[src/rtl/conv3x3_ctrl_if.sv]
`timescale 1ns/1ps
// conv3x3_ctrl_if: control, weight-load, pixel-memory, MAC and result handshake
// signals of the 3x3 convolution controller, with controller (slave) and environment (master) views.
interface conv3x3_ctrl_if #(
  parameter int ADDR_W = 6
);
  logic                start;
  logic                busy;
  logic                done;
  logic                wt_load_en;
  logic [7:0]          wt_load_data;
  logic                pix_rd_en;
  logic [ADDR_W-1:0]   pix_rd_addr;
  logic [7:0]          pix_rd_data;
  logic [71:0]         win_px;
  logic [71:0]         win_wt;
  logic signed [31:0]  mac_out;
  logic                out_valid;
  logic                out_ready;
  logic signed [31:0]  out_data;
  logic [7:0]          out_row;
  logic [7:0]          out_col;

  modport slave (
    input  start, wt_load_en, wt_load_data, pix_rd_data, mac_out, out_ready,
    output busy, done, pix_rd_en, pix_rd_addr, win_px, win_wt,
           out_valid, out_data, out_row, out_col
  );

  modport master (
    output start, wt_load_en, wt_load_data, pix_rd_data, mac_out, out_ready,
    input  busy, done, pix_rd_en, pix_rd_addr, win_px, win_wt,
           out_valid, out_data, out_row, out_col
  );
endinterface

[src/rtl/conv3x3_ctrl.sv]
`timescale 1ns/1ps
// conv3x3_ctrl: walks every 3x3 window of an IMG_W x IMG_H image, fetches its pixels,
// captures the external MAC result and hands it out. Define CONV_CTRL_RELU_EN to clamp negatives to 0.
module conv3x3_ctrl #(
  parameter int IMG_W  = 8,
  parameter int IMG_H  = 8,
  parameter int ADDR_W = 6
) (
  input  logic          clk,
  input  logic          rst,
  conv3x3_ctrl_if.slave bus
);
  typedef enum logic [2:0] {IDLE, FETCH, WAIT, MAC, OUT, DONE} state_t;

  localparam logic [7:0] LAST_ROW = 8'(IMG_H - 3);
  localparam logic [7:0] LAST_COL = 8'(IMG_W - 3);

  state_t             state_q, state_d;
  logic [1:0]         kr_q, kr_d, kc_q, kc_d;
  logic [7:0]         row_q, row_d, col_q, col_d;
  logic [8:0][7:0]    px_q, px_d, wt_q, wt_d;
  logic signed [31:0] out_data_q, out_data_d;
  logic [7:0]         out_row_q, out_row_d, out_col_q, out_col_d;
  logic signed [31:0] mac_sel;

`ifdef CONV_CTRL_RELU_EN
  assign mac_sel = bus.mac_out[31] ? 32'sd0 : bus.mac_out;
`else
  assign mac_sel = bus.mac_out;
`endif

  always_comb begin
    // NOTE: every _d takes its hold value first, so no branch can leave a latch behind.
    state_d    = state_q;
    kr_d       = kr_q;
    kc_d       = kc_q;
    row_d      = row_q;
    col_d      = col_q;
    px_d       = px_q;
    wt_d       = wt_q;
    out_data_d = out_data_q;
    out_row_d  = out_row_q;
    out_col_d  = out_col_q;

    unique case (state_q)
      IDLE: begin
        if (bus.start) begin
          state_d = FETCH;
          row_d   = 8'd0;
          col_d   = 8'd0;
          kr_d    = 2'd0;
          kc_d    = 2'd0;
        end else if (bus.wt_load_en) begin
          wt_d = {bus.wt_load_data, wt_q[8:1]};
        end
      end
      FETCH: begin
        // Read data lags the strobe by one cycle, so the first fetch cycle has nothing to store.
        if (kr_q != 2'd0 || kc_q != 2'd0) px_d = {bus.pix_rd_data, px_q[8:1]};
        if (kc_q == 2'd2) begin
          kc_d = 2'd0;
          kr_d = kr_q + 2'd1;
        end else begin
          kc_d = kc_q + 2'd1;
        end
        if (kr_q == 2'd2 && kc_q == 2'd2) state_d = WAIT;
      end
      WAIT: begin
        px_d    = {bus.pix_rd_data, px_q[8:1]};
        state_d = MAC;
      end
      MAC: begin
        out_data_d = mac_sel;
        out_row_d  = row_q;
        out_col_d  = col_q;
        state_d    = OUT;
      end
      OUT: begin
        if (bus.out_ready) begin
          if (row_q == LAST_ROW && col_q == LAST_COL) begin
            state_d = DONE;
          end else begin
            state_d = FETCH;
            kr_d    = 2'd0;
            kc_d    = 2'd0;
            if (col_q == LAST_COL) begin
              col_d = 8'd0;
              row_d = row_q + 8'd1;
            end else begin
              col_d = col_q + 8'd1;
            end
          end
        end
      end
      DONE:    state_d = IDLE;
      default: state_d = IDLE;
    endcase
  end

  // NOTE: state uses non-blocking updates only; px/wt are plain flops (not RAM), so they take the reset.
  always_ff @(posedge clk or posedge rst) begin
    if (rst) begin
      state_q    <= IDLE;
      kr_q       <= 2'd0;
      kc_q       <= 2'd0;
      row_q      <= 8'd0;
      col_q      <= 8'd0;
      px_q       <= '0;
      wt_q       <= '0;
      out_data_q <= 32'sd0;
      out_row_q  <= 8'd0;
      out_col_q  <= 8'd0;
    end else begin
      state_q    <= state_d;
      kr_q       <= kr_d;
      kc_q       <= kc_d;
      row_q      <= row_d;
      col_q      <= col_d;
      px_q       <= px_d;
      wt_q       <= wt_d;
      out_data_q <= out_data_d;
      out_row_q  <= out_row_d;
      out_col_q  <= out_col_d;
    end
  end

  assign bus.busy        = (state_q != IDLE);
  assign bus.done        = (state_q == DONE);
  assign bus.out_valid   = (state_q == OUT);
  assign bus.pix_rd_en   = (state_q == FETCH);
  assign bus.pix_rd_addr = (state_q == FETCH)
                         ? ADDR_W'((32'(row_q) + 32'(kr_q)) * IMG_W + 32'(col_q) + 32'(kc_q))
                         : '0;
  assign bus.win_px      = px_q;
  assign bus.win_wt      = wt_q;
  assign bus.out_data    = out_data_q;
  assign bus.out_row     = out_row_q;
  assign bus.out_col     = out_col_q;

endmodule

[src/flat_wrapper.sv]
// flat-port wrapper written by rule: the top's interface ports become plain ports
module conv3x3_ctrl_flat 
#(
  parameter int IMG_W  = 8,
  parameter int IMG_H  = 8,
  parameter int ADDR_W = 6
)
  (clk, rst, bus_start, bus_wt_load_en, bus_wt_load_data, bus_pix_rd_data, bus_mac_out, bus_out_ready, bus_busy, bus_done, bus_pix_rd_en, bus_pix_rd_addr, bus_win_px, bus_win_wt, bus_out_valid, bus_out_data, bus_out_row, bus_out_col);
  conv3x3_ctrl_if #(.ADDR_W(ADDR_W)) bus_i ();
  input  logic clk;
  input  logic rst;
  input wire logic [$bits(bus_i.start)-1:0] bus_start;
  input wire logic [$bits(bus_i.wt_load_en)-1:0] bus_wt_load_en;
  input wire logic [$bits(bus_i.wt_load_data)-1:0] bus_wt_load_data;
  input wire logic [$bits(bus_i.pix_rd_data)-1:0] bus_pix_rd_data;
  input wire logic [$bits(bus_i.mac_out)-1:0] bus_mac_out;
  input wire logic [$bits(bus_i.out_ready)-1:0] bus_out_ready;
  output wire logic [$bits(bus_i.busy)-1:0] bus_busy;
  output wire logic [$bits(bus_i.done)-1:0] bus_done;
  output wire logic [$bits(bus_i.pix_rd_en)-1:0] bus_pix_rd_en;
  output wire logic [$bits(bus_i.pix_rd_addr)-1:0] bus_pix_rd_addr;
  output wire logic [$bits(bus_i.win_px)-1:0] bus_win_px;
  output wire logic [$bits(bus_i.win_wt)-1:0] bus_win_wt;
  output wire logic [$bits(bus_i.out_valid)-1:0] bus_out_valid;
  output wire logic [$bits(bus_i.out_data)-1:0] bus_out_data;
  output wire logic [$bits(bus_i.out_row)-1:0] bus_out_row;
  output wire logic [$bits(bus_i.out_col)-1:0] bus_out_col;
  assign bus_i.start = bus_start;
  assign bus_i.wt_load_en = bus_wt_load_en;
  assign bus_i.wt_load_data = bus_wt_load_data;
  assign bus_i.pix_rd_data = bus_pix_rd_data;
  assign bus_i.mac_out = bus_mac_out;
  assign bus_i.out_ready = bus_out_ready;
  assign bus_busy = bus_i.busy;
  assign bus_done = bus_i.done;
  assign bus_pix_rd_en = bus_i.pix_rd_en;
  assign bus_pix_rd_addr = bus_i.pix_rd_addr;
  assign bus_win_px = bus_i.win_px;
  assign bus_win_wt = bus_i.win_wt;
  assign bus_out_valid = bus_i.out_valid;
  assign bus_out_data = bus_i.out_data;
  assign bus_out_row = bus_i.out_row;
  assign bus_out_col = bus_i.out_col;
  conv3x3_ctrl #(.IMG_W(IMG_W), .IMG_H(IMG_H), .ADDR_W(ADDR_W)) u_core (.clk(clk), .rst(rst), .bus(bus_i));
endmodule
[config.mk]
export PLATFORM = sky130hd
export DESIGN_NAME = conv3x3_ctrl_flat
export DESIGN_NICKNAME = d
export VERILOG_FILES = /design/src/rtl/conv3x3_ctrl_if.sv /design/src/rtl/conv3x3_ctrl.sv /design/src/flat_wrapper.sv
export SDC_FILE = /design/constraint.sdc
export NUM_CORES = 1
export LEC_CHECK = 0
export BUFFER_PORTS_ARGS = -buffer_cell sky130_fd_sc_hd__clkbuf_2
export CAP_MARGIN = 20
export CORE_MARGIN = 2
export CORE_UTILIZATION = 40
export CTS_CLUSTER_SIZE = 24
export DETAILED_ROUTE_END_ITERATION = 16
export PLACE_DENSITY_LB_ADDON = 0.1
export SYNTH_ARGS = -nofsm -noshare
export SYNTH_HDL_FRONTEND = slang
export SYNTH_SLANG_ARGS = --single-unit
[constraint.sdc]
create_clock -name clk -period 10 [get_ports clk]
set_clock_uncertainty 0.1 [all_clocks]
set_input_delay 0.5 -clock clk [delete_from_list [all_inputs] [get_ports clk]]
set_output_delay 0.5 -clock clk [all_outputs]
set_load 0.01 [all_outputs]
==> impl_summary.txt <==
----------------------------------------------------
[Clock tree]
  Num CTS Buffers ... 24
  Clock tree root driver cell ... sky130_fd_sc_hd__clkbuf_16
  Clock tree buffer depth ... 3
  Cts repair resizes ... 0
  CTS tree ... built
  Total of hold buffers inserted after clock tree synthesis ... 0
  Number of H-tree branching levels ... 1
  Later-pin clock latency in the skew report ... 0.50 ns
  Clock Sinks ... 215
  Buffers inserted by post-CTS timing repair ... 0
  Register clock-pin slew on the reported worst setup and hold paths ... 0.06 ns

[Setup path]
  Crit-path cells ... ha_1 -> inv_1 -> fa_1 -> inv_1 -> ha_1 -> and3_1 -> a221oi_1 -> xor2_1 -> nor2_1 -> clkbuf_2
  Worst r2r path cells ... 4
  Type of origin of the critical path ... flip-flop
  Critical path data required time ... between 9 and 10 ns
  Cell family contributing the most delay on the critical path ... adder cells
  Type of element capturing the critical path ... output pin
  Number of cells on the critical path ... 10
  Minimum setup slack among reg-to-reg paths ... between 7 and 8 ns
  Delay contributed by the slowest stage of the critical path ... 0.47 ns
  Source of the worst register-to-register timing path ... u_core.state_q[2]$_DFFE_PP0P_
  Worst setup path class ... reg -> out
  Highest-delay cell along the critical path ... sky130_fd_sc_hd__dfrtp_1
  Capture point of the worst reg-to-reg path ... u_core.bus.win_wt[2]$_DFFE_PP0P_
  Buf/Inv on CP ... 3
  Critical path origin ... u_core.row_q[0]$_DFFE_PP0P_
  Critical path data arrival time ... 2.87 ns
  Crit-path max FO ... 6

[Floorplan]
  I/O pin cnt ... 255
  Area of the die ... 24070 um2
  Die H ... 155.2 um
  Core area ... ~23000 um2
  Row count ... 55
  Starting Density ... 0.4062
  Die width ... 155.2 um

[Global routing]
  Number of global-route vias before repair ... 6017
  Initial antenna violation count ... 1
  All-layer global routing usage ... 0.1635
  Maximum number of pins on one net before global-route repair ... around 130
  First-pass GRT wire length ... 32170 um
  Aggregate global routing overflow ... 0

[Place]
  Count of input and output buffers ... 254
  Final RePlAce weighted congestion ... around 0.84
  Half-perimeter wire length of the detailed placement result ... 13820 um

[Drt]
  Total routed wirelength ... 20060 um
  Detailed-router iteration count before antenna repair ... 4
  Antenna Violating Nets Remaining ... 0
  Initial DRC Count ... 252
  Detail-routed via count per cell ... 4.984
  Wire length per cell ... roughly 17 um
  Routed vias ... between 5k and 6k
  DR DRC count ... 0

[Logic synthesis]
  Post-synthesis sequential area ratio ... 0.5886
  Distinct cell type count of the synthesized netlist ... 54
  Area share of fa/ha/maj cells after synthesis ... 0.01944
  Post-synthesis instance area ... around 9100 um2
  Ys async rst share ... 1.000
  Post-synthesis cell type with the largest combined area ... sky130_fd_sc_hd__dfrtp_1
  Simple-gate share of the synthesized area ... 0.04654
  Fraction of post-synthesis cell area in the top cell type by area ... 0.5886
  Commonest cells in the synthesized netlist ... sky130_fd_sc_hd__dfrtp_1, sky130_fd_sc_hd__mux2_2, sky130_fd_sc_hd__mux2_4
  Number of instances in the synthesized netlist ... 602
  Count of synthesis-stage warnings from yosys ... 0
  Main area contributors after synthesis ... sky130_fd_sc_hd__dfrtp_1, sky130_fd_sc_hd__mux2_2, sky130_fd_sc_hd__mux2_4
  Flops & latches, synth ... around 220
  Mean instance size in the synthesized netlist ... ~15 um2
  Synthesized Nets ... 668
  Proportion of synthesized area in mux cells ... 0.2591
  Compound-Gate Fraction of Synth Area ... 0.04216
  XOR/XNOR Fraction of Synth Area ... 0.006708
  Dominant combinational cell family by area after synthesis ... multiplexers
  Flip-flop cell with the highest count after synthesis ... sky130_fd_sc_hd__dfrtp_1
  Count of flip-flops with a built-in enable after synthesis ... 0
  Most repeated cell in the gate-level netlist after synthesis ... sky130_fd_sc_hd__dfrtp_1

[Worst hold path]
  Path category of the worst min-delay check ... in -> async

[Pwr]
  Sw frac ... 0.3281
  Internal power consumption ... 2.439 mW
  Power density normalized to cell area ... ~320 nW/um2
  Proportion of power drawn by flip-flops and latches ... 0.405
  Sw Pwr ... 1.191 mW
  Fraction of power consumed by combinational cells ... 0.371
  Power consumption ... 3.630 mW
  Part of the power in the clock network ... 0.224
  Leakage power figure ... 5.741 nW
  Peak VDD IR ... between 100 and 150 uV

[Cells and area]
  Fill cells ... 1966
  Number of inserted diodes ... 0
  Post-layout util ... 0.5015
  Ratio of cells with drive above 1 in the final layout ... 0.5589
  # nets final ... 923
  Area added between synthesis and finish ... 23.48%

[STA]
  Setup repair after global routing missed its margin ... false
  Total setup violations reported at the end of the flow ... 0
  Headroom to the max-slew limit ... 0.3576
  Hold Fails Final Rpt ... 0
  Final max-slew violation count ... 0
  Slew of the pin with the lowest slew margin ... roughly 0.96 ns
  Part of the cycle the worst path needs ... 0.3473
  Sum Neg Setup Slack ... 0 ns
  Period minus WS final ... 3.473 ns
  Achievable frequency ... 0.2879 GHz
  Tightest hold margin ... 0.07404 ns

[Run]
  Number of maximum-capacitance violations ... 0

[Status]
  Result of the run ... complete, no violations

----------------------------------------------------
through the flow:
step	instance area, um2	std cells	worst slack, ns
2_1_floorplan	9140	602	3.521
3_3_place_gp	10550	1115	7.060
3_5_place_dp	10550	1115	7.064
4_1_cts	11260	1150	6.498
5_1_grt	11290	1151	6.331
6_report	11290	1151	6.527
cell type report:
class	count	area, um2	share of cell area
tap	285	356.6	0.03160
timing repair buffer	259	1329	0.1177
inverter	19	78.83	0.006984
clock inverter	2	35.03	0.003104
multi-input combinational	338	3431	0.3040
clock buffer	33	675.6	0.05987
sequential	215	5380	0.4767
power groups by stage:
| stage | logic, mW | registers (mW) | clock network [mW] |
|---|---|---|---|
| 3_3_place_gp | 1.34 | 1.46 | 0 |
| 5_1_grt | 1.46 | 1.52 | 0.884 |
| 3_5_place_dp | 1.37 | 1.49 | 0 |
| 4_1_cts | 1.37 | 1.47 | 0.847 |
| 2_1_floorplan | 0.740 | 1.59 | 0 |
| 6_report | 1.35 | 1.47 | 0.814 |
how the worst max path moves through the flow:
stage | to | slack, ns
after floorplan | u_core.bus.out_col[0]$_DFFE_PP0P_ | 3.52
after global placement | bus_pix_rd_addr[5] | 7.06
after detailed placement | bus_pix_rd_addr[5] | 7.06
after CTS | bus_pix_rd_addr[5] | 6.50
after global routing | bus_pix_rd_addr[5] | 6.33
final | bus_pix_rd_addr[5] | 6.53
sequential cells by signal (all words and copies together) (netlist names):
| signal | flops |
|---|---|
| u_core.bus.out_data | 32 |
| u_core.bus.out_col | 8 |
| u_core.kr_q | 2 |
| u_core.row_q | 8 |
| u_core.col_q | 8 |
| u_core.bus.win_px | 72 |
| u_core.bus.out_row | 8 |
| u_core.kc_q | 2 |
| u_core.state_q | 3 |
| u_core.bus.win_wt | 72 |
worst reg2reg max path, stage by stage (launching register included):
cell and delay (ns):
sky130_fd_sc_hd__dfrtp_1 0.78, sky130_fd_sc_hd__or3_4 0.25, sky130_fd_sc_hd__or3b_4 0.36, sky130_fd_sc_hd__buf_4 0.82, sky130_fd_sc_hd__mux2_4 0.40
per-layer routing:
layer | GRT usage | up-vias | wire length (um)
li1 | - | 2643 | -
met1 | 0.2164 | 2865 | 8776
met2 | 0.2677 | 189 | 9554
met3 | 0.03621 | 40 | 1208
met4 | 0.05467 | 0 | 519
met5 | 0 | - | 0
layout by cell type (no fill, tap or decap), types with 4 or more instances in the layout:
| cell | instances |
|---|---|
| sky130_fd_sc_hd__a21boi_0 | 4 |
| sky130_fd_sc_hd__a21oi_1 | 5 |
| sky130_fd_sc_hd__a221oi_1 | 5 |
| sky130_fd_sc_hd__a2bb2oi_1 | 5 |
| sky130_fd_sc_hd__a31oi_1 | 5 |
| sky130_fd_sc_hd__and3_1 | 4 |
| sky130_fd_sc_hd__buf_4 | 4 |
| sky130_fd_sc_hd__clkbuf_1 | 6 |
| sky130_fd_sc_hd__clkbuf_16 | 25 |
| sky130_fd_sc_hd__clkbuf_2 | 254 |
| sky130_fd_sc_hd__dfrtp_1 | 215 |
| sky130_fd_sc_hd__ha_1 | 11 |
| sky130_fd_sc_hd__inv_1 | 17 |
| sky130_fd_sc_hd__mux2_2 | 113 |
| sky130_fd_sc_hd__mux2_4 | 71 |
| sky130_fd_sc_hd__nand2_1 | 19 |
| sky130_fd_sc_hd__nand3_1 | 7 |
| sky130_fd_sc_hd__nor2_1 | 11 |
| sky130_fd_sc_hd__nor2b_1 | 4 |
| sky130_fd_sc_hd__nor3_1 | 5 |
| sky130_fd_sc_hd__o21ai_0 | 15 |
| sky130_fd_sc_hd__o22ai_1 | 4 |
| sky130_fd_sc_hd__xor2_1 | 4 |
cells by family after synthesis:
kind of cell	Yosys count
adders and majority gates	13
AOI/OAI and AO/OA	55
and+or+nand+nor	76
buffers and inverters	49
muxes	187
xor gates and xnor gates	7
DFF	215
(Power assumes the default switching activity.)
